$ cat src/rtl/issue_ro_split_stage_pkg.sv
// Shared definitions for the IS->RO stage: address/data types, split count and state enum.
package cpu_defs;

    localparam int unsigned REG_AW_DEF    = 5;
    localparam int unsigned DATA_W_DEF    = 32;
    localparam int unsigned MAX_SPLIT_DEF = 3;
    localparam int unsigned SPLIT_W_DEF   = $clog2(MAX_SPLIT_DEF + 1);

    typedef logic [REG_AW_DEF-1:0]  reg_addr_t;
    typedef logic [DATA_W_DEF-1:0]  uint32_t;
    typedef logic [SPLIT_W_DEF-1:0] split_cnt_t;

    typedef enum logic {
        IDLE,
        REPLAY
    } state_t;

endpackage

$ cat src/rtl/issue_ro_split_stage_fwd.sv
// One operand: priority select over FWD_DEPTH x ISSUE_NUM producers, register 0 reads as zero.
module operand_forward_mux #(
    parameter int unsigned ISSUE_NUM = 2,
    parameter int unsigned DATA_W    = 32,
    parameter int unsigned REG_AW    = 5,
    parameter int unsigned FWD_DEPTH = 4
) (
    input  logic [FWD_DEPTH*ISSUE_NUM-1:0]        fwd_we,
    input  logic [FWD_DEPTH*ISSUE_NUM*REG_AW-1:0] fwd_waddr,
    input  logic [FWD_DEPTH*ISSUE_NUM*DATA_W-1:0] fwd_wdata,
    input  logic [REG_AW-1:0]                     raddr,
    input  logic [DATA_W-1:0]                     rdata,
    output logic [DATA_W-1:0]                     data
);

    // Oldest stage / lowest lane first, so later hits override: youngest stage, highest lane wins.
    always_comb begin
        data = rdata;
        for (int s = FWD_DEPTH - 1; s >= 0; s--) begin
            for (int l = 0; l < ISSUE_NUM; l++) begin
                if (fwd_we[s*ISSUE_NUM+l] &&
                    fwd_waddr[(s*ISSUE_NUM+l)*REG_AW +: REG_AW] == raddr) begin
                    data = fwd_wdata[(s*ISSUE_NUM+l)*DATA_W +: DATA_W];
                end
            end
        end
        if (raddr == '0) begin
            data = '0;
        end
    end

endmodule

$ cat src/rtl/issue_ro_split_stage.sv
// IS->RO pipeline register with RF address generation, operand forwarding and
// multi-beat split replay of one lane with incremented register indices.
module issue_ro_split_stage
    import cpu_defs::*;
#(
    parameter int unsigned ISSUE_NUM = 2,
    parameter int unsigned DATA_W    = 32,
    parameter int unsigned REG_AW    = 5,
    parameter int unsigned FWD_DEPTH = 4,
    parameter int unsigned MAX_SPLIT = 3,
    parameter int unsigned SPLIT_W   = $clog2(MAX_SPLIT + 1),
    parameter int unsigned PAYLOAD_W = 64
) (
    input  logic                                  clk,
    input  logic                                  rst,
    input  logic                                  stall_in,
    input  logic                                  flush,
    input  logic [ISSUE_NUM-1:0]                  in_valid,
    input  logic [ISSUE_NUM*PAYLOAD_W-1:0]        in_payload,
    input  logic [ISSUE_NUM*REG_AW-1:0]           in_rs1,
    input  logic [ISSUE_NUM*REG_AW-1:0]           in_rs2,
    input  logic [ISSUE_NUM*REG_AW-1:0]           in_rd,
    input  logic [ISSUE_NUM*SPLIT_W-1:0]          in_split,
    output logic                                  in_ready,
    output logic [2*ISSUE_NUM*REG_AW-1:0]         reg_raddr,
    input  logic [2*ISSUE_NUM*DATA_W-1:0]         reg_rdata,
    input  logic [FWD_DEPTH*ISSUE_NUM-1:0]        fwd_we,
    input  logic [FWD_DEPTH*ISSUE_NUM*REG_AW-1:0] fwd_waddr,
    input  logic [FWD_DEPTH*ISSUE_NUM*DATA_W-1:0] fwd_wdata,
    output logic [ISSUE_NUM-1:0]                  out_valid,
    output logic [ISSUE_NUM*PAYLOAD_W-1:0]        out_payload,
    output logic [ISSUE_NUM*REG_AW-1:0]           out_rd,
    output logic [ISSUE_NUM*SPLIT_W-1:0]          out_beat,
    output logic [ISSUE_NUM*DATA_W-1:0]           out_op1,
    output logic [ISSUE_NUM*DATA_W-1:0]           out_op2
);

    localparam int unsigned LANE_W = (ISSUE_NUM > 1) ? $clog2(ISSUE_NUM) : 1;

    state_t                         state_q, state_d;
    logic [SPLIT_W-1:0]             rem_q, rem_d;
    logic [SPLIT_W-1:0]             beat_q, beat_d;
    logic [LANE_W-1:0]              lane_q, lane_d;
    logic [ISSUE_NUM-1:0]           valid_q, valid_d;
    logic [ISSUE_NUM*PAYLOAD_W-1:0] payload_q, payload_d;
    logic [ISSUE_NUM*REG_AW-1:0]    rs1_q, rs1_d;
    logic [ISSUE_NUM*REG_AW-1:0]    rs2_q, rs2_d;
    logic [ISSUE_NUM*REG_AW-1:0]    rd_q, rd_d;

    logic               split_found;
    logic [LANE_W-1:0]  split_lane;
    logic [SPLIT_W-1:0] split_cnt;

    assign in_ready = ~rst & ~stall_in & ~flush & (state_q == IDLE) & (rem_q == '0);

    // Lowest valid lane with a nonzero split count owns the replay.
    always_comb begin
        split_found = 1'b0;
        split_lane  = '0;
        split_cnt   = '0;
        for (int i = ISSUE_NUM - 1; i >= 0; i--) begin
            if (in_valid[i] && in_split[i*SPLIT_W +: SPLIT_W] != '0) begin
                split_found = 1'b1;
                split_lane  = LANE_W'(i);
                split_cnt   = in_split[i*SPLIT_W +: SPLIT_W];
            end
        end
    end

    always_comb begin
        state_d   = state_q;
        rem_d     = rem_q;
        beat_d    = beat_q;
        lane_d    = lane_q;
        valid_d   = valid_q;
        payload_d = payload_q;
        rs1_d     = rs1_q;
        rs2_d     = rs2_q;
        rd_d      = rd_q;
        if (flush) begin
            valid_d = '0;
            state_d = IDLE;
            rem_d   = '0;
            beat_d  = '0;
        end else if (!stall_in) begin
            if (rem_q != '0) begin
                valid_d         = '0;
                valid_d[lane_q] = 1'b1;
                beat_d          = beat_q + SPLIT_W'(1);
                rem_d           = rem_q - SPLIT_W'(1);
                // Last beat shows in IDLE so upstream is held for exactly K cycles.
                state_d         = (rem_q == SPLIT_W'(1)) ? IDLE : REPLAY;
            end else if (in_ready) begin
                valid_d   = in_valid;
                payload_d = in_payload;
                rs1_d     = in_rs1;
                rs2_d     = in_rs2;
                rd_d      = in_rd;
                beat_d    = '0;
                lane_d    = split_lane;
                rem_d     = split_found ? split_cnt : '0;
                state_d   = IDLE;
            end
        end
    end

    always_ff @(posedge clk or posedge rst) begin
        if (rst) begin
            state_q   <= IDLE;
            rem_q     <= '0;
            beat_q    <= '0;
            lane_q    <= '0;
            valid_q   <= '0;
            payload_q <= '0;
            rs1_q     <= '0;
            rs2_q     <= '0;
            rd_q      <= '0;
        end else begin
            state_q   <= state_d;
            rem_q     <= rem_d;
            beat_q    <= beat_d;
            lane_q    <= lane_d;
            valid_q   <= valid_d;
            payload_q <= payload_d;
            rs1_q     <= rs1_d;
            rs2_q     <= rs2_d;
            rd_q      <= rd_d;
        end
    end

    assign out_valid   = valid_q;
    assign out_payload = payload_q;

    for (genvar i = 0; i < ISSUE_NUM; i++) begin : g_lane
        logic [SPLIT_W-1:0] lane_beat;
        logic [REG_AW-1:0]  adj;

        assign lane_beat = (lane_q == LANE_W'(i)) ? beat_q : '0;
        assign adj       = REG_AW'(lane_beat);

        assign out_beat[i*SPLIT_W +: SPLIT_W]          = lane_beat;
        assign out_rd[i*REG_AW +: REG_AW]              = rd_q[i*REG_AW +: REG_AW] + adj;
        assign reg_raddr[(2*i)*REG_AW +: REG_AW]       = rs1_q[i*REG_AW +: REG_AW] + adj;
        assign reg_raddr[(2*i+1)*REG_AW +: REG_AW]     = rs2_q[i*REG_AW +: REG_AW] + adj;

        operand_forward_mux #(
            .ISSUE_NUM (ISSUE_NUM),
            .DATA_W    (DATA_W),
            .REG_AW    (REG_AW),
            .FWD_DEPTH (FWD_DEPTH)
        ) u_fwd_op1 (
            .fwd_we    (fwd_we),
            .fwd_waddr (fwd_waddr),
            .fwd_wdata (fwd_wdata),
            .raddr     (reg_raddr[(2*i)*REG_AW +: REG_AW]),
            .rdata     (reg_rdata[(2*i)*DATA_W +: DATA_W]),
            .data      (out_op1[i*DATA_W +: DATA_W])
        );

        operand_forward_mux #(
            .ISSUE_NUM (ISSUE_NUM),
            .DATA_W    (DATA_W),
            .REG_AW    (REG_AW),
            .FWD_DEPTH (FWD_DEPTH)
        ) u_fwd_op2 (
            .fwd_we    (fwd_we),
            .fwd_waddr (fwd_waddr),
            .fwd_wdata (fwd_wdata),
            .raddr     (reg_raddr[(2*i+1)*REG_AW +: REG_AW]),
            .rdata     (reg_rdata[(2*i+1)*DATA_W +: DATA_W]),
            .data      (out_op2[i*DATA_W +: DATA_W])
        );
    end

endmodule

$ cat config.mk
export PLATFORM = sky130hd
export DESIGN_NAME = issue_ro_split_stage
export DESIGN_NICKNAME = d
export VERILOG_FILES = /design/src/rtl/issue_ro_split_stage_pkg.sv /design/src/rtl/issue_ro_split_stage_fwd.sv /design/src/rtl/issue_ro_split_stage.sv
export SDC_FILE = /design/constraint.sdc
export NUM_CORES = 1
export LEC_CHECK = 0
export ABC_AREA = 1
export BUFFER_PORTS_ARGS = -buffer_cell sky130_fd_sc_hd__buf_4
export CORE_AREA = 2 2 351 353
export DETAILED_ROUTE_END_ITERATION = 7
export DIE_AREA = 0 0 353 355
export SLEW_MARGIN = 20
export SYNTH_ARGS = -nofsm -noshare
export SYNTH_HDL_FRONTEND = slang
export SYNTH_SLANG_ARGS = --single-unit
$ cat constraint.sdc
create_clock -name clk -period 10.6 [get_ports clk]
set_clock_uncertainty 0.2 [all_clocks]
set_input_delay 1.59 -clock clk [delete_from_list [all_inputs] [get_ports clk]]
set_output_delay 1.59 -clock clk [all_outputs]
set_load 0.02 [all_outputs]
==> metrics <==
status=completed; cell with the most instances after synthesis=nand2_1; Final Hold Viols=0; die area=125,000 sq um; syn_area_per_cell=5.35 sq um; CP Data Arrival Time=5.85 ns; cell family with most CP delay=buffers and inverters; synth unique cells=45; number of global-route vias before repair=29,200; Slew Viols, Final=0; PortBufs=892; total of max-cap violations=0; die height=355 microns; Post-Syn Area=21,100 sq um; Worst-Skew Late Latency=0.44 ns; Rows=128; HPWL after detailed placement=125,000 microns; initial DRC count=4,512; Vias=31,400; DRC=0; Worst path max stage delay=0.87 ns; Slew @ Worst Pin=1.20 ns; critical path fanouts, max=33; critical path class=flip-flop to output port; crit start category=flip-flop; highest clock rate=0.131 GHz; Post-synth EDFFs=0; DR vias/cell=4.98; setup TNS=0 ns; period utilization=0.720; power per cell area=173 nW/um^2; Cells after DPL=6,246; asr flop ratio synth=1.00; CTS clock-pin slew for the worst setup and hold paths=0.07 ns; H-tree levels=4; Synth Instances=3,942; Leak=15.8 nW; largest net degree at the start of global routing=178; num ports=893; Post-CTS Resized=0; antenna viol nets, final=0; area grow syn2layout=42.2%; Seq/Total Area, Yosys=0.197; Ys Warns=0; Buf+Inv Stages, Crit Path=4; Slew HR=0.202; cts bufs inserted=17; CTS Buffer Depth=2; first-pass GRT wire length=220,000 microns; crit end category=output port; Post-CTS Setup Inserts=0; top_reg_cell synth=dfrtp_1; IR drop worst, VDD=138 uV; DR WL/cell=25.3 microns; leading area contributor after synthesis=nand2_1; final std cells w/o fill=6,304; root buf cell=clkbuf_16; antenna violations before repair=52; # clock sinks=166; slowest cell on the critical path=inv_2; die width=353 microns; CP cell instances=nand2_1, inv_1, ha_1, ha_1, clkinv_1, a211oi_1, nand2_1, a2111oi_0, nand2_2, inv_2, a21oi_1, a21oi_1, buf_4; Worst EP required=8.81 ns; initial core utilization=0.174; RSZ-0062 raised after global routing=false; min-delay worst type=flip-flop to flip-flop; Post-layout nets=5,252; share of cells above drive strength 1=0.229; grt total ovfl=0; FILL cells=14,100; final weighted congestion in routability-driven placement=0.959; final worst path period need=7.64 ns; top post-synthesis cells by area=nand2_1, dfrtp_1, nand3_1, a21oi_1, inv_1; All-Layer GR Usage=0.240; Core ar.=121,000 sq um; post-synth top area share=0.257; CTS tree=built; synthesized flop and latch total=166; final WL=159,000 microns; Hold-fix buffers, CTS=0; DR pass1 iterations=7; Syn Nets=4,554; Finish-stage setup viols=0; most frequent cells after synthesis=nand2_1, nand3_1, a21oi_1
==> final cells by class <==
type                    count  area, sq um  area share
well taps                1625         2030      0.0678
inverters                 381         1440      0.0481
flip-flops and latches    166         4150       0.139
diodes                     26         65.1     0.00217
clock inverters            14          156     0.00522
clock buffers              18          439      0.0147
multi-input cells        3123        14500       0.485
repair buffers            951         7150       0.239
==> tightest hold or removal path, cell delays in order, from the launching register on <==
cell	delay, ns
dfrtp_1	0.34
nand2_1	0.05
nand2_1	0.05
==> cell usage in the layout, fill, tap and decap left out, types with 17 or more instances in the layout <==
master / n
nand2_1: 1432
buf_4: 950
nand3_1: 597
a21oi_1: 449
inv_1: 367
o21ai_0: 234
dfrtp_1: 166
nor2_1: 160
xor2_1: 49
nand4_1: 37
diode_2: 26
nand2_2: 23
nand3_2: 19
o221ai_1: 18
clkbuf_16: 17
==> where the power goes <==
group / switching, W / internal (W)
combinational: 0.00241 / 0.00122
clock: 0.000301 / 0.000341
sequential: 0.000119 / 0.000805
total: 0.00283 / 0.00237
==> logic make-up after synthesis <==
kind of cell	Yosys count	synth area share
flip-flops	166	0.197
adder cells (fa/ha/maj)	12	0.00712
AO/OA/AOI/OAI	746	0.186
AND/OR/NAND/NOR	2309	0.463
XOR/XNOR	56	0.0233
buffers and inverters	653	0.124
==> metrics by stage <==
stage | hold slack [ns] | utilization | instance area [sq um] | total power, W | setup WS (ns)
finish | 0.274 | 0.247 | 30000 | 0.00520 | 2.96
global route | 0.293 | 0.247 | 29900 | 0.00548 | 2.90
CTS | 0.276 | 0.246 | 29900 | 0.00516 | 3.34
detailed placement | 0.259 | 0.241 | 29300 | 0.00450 | 3.81
global placement | 0.256 | 0.241 | 29300 | 0.00449 | 3.62
floorplan | 0.248 | - | 21100 | 0.00283 | 2.57
==> registers in the layout, summed over array words and instances, names as in the netlist <==
register,flops
out_valid,2
state_q,1
lane_q,1
rs1_q,10
beat_q,2
rem_q,2
rd_q,10
rs2_q,10
out_payload,128
==> layer usage <==
layer | share of wire | track usage
met3 | 0.11 | 0.0744
met5 | 0.0017 | 0
met1 | 0.40 | 0.304
met4 | 0.042 | 0.0883
met2 | 0.45 | 0.382
==> path summary, 6_finish.rpt <==
path	start	end	slack [ns]	depth (start not counted)
worst max-delay path	lane_q$_DFFE_PP0P_	out_op2[60]	2.96	13
worst min-delay path	out_payload[31]$_DFFE_PP0P_	out_payload[31]$_DFFE_PP0P_	0.27	2
worst max register to register	rem_q[1]$_DFFE_PP0P_	out_payload[79]$_DFFE_PP0P_	7.42	9
worst min register to register	out_payload[31]$_DFFE_PP0P_	out_payload[31]$_DFFE_PP0P_	0.27	2
max in group asynchronous	rst	out_payload[115]$_DFFE_PP0P_	7.21	4
min in group asynchronous	rst	out_payload[20]$_DFFE_PP0P_	0.94	2
No activity file was read; power rests on OpenSTA's default activity.
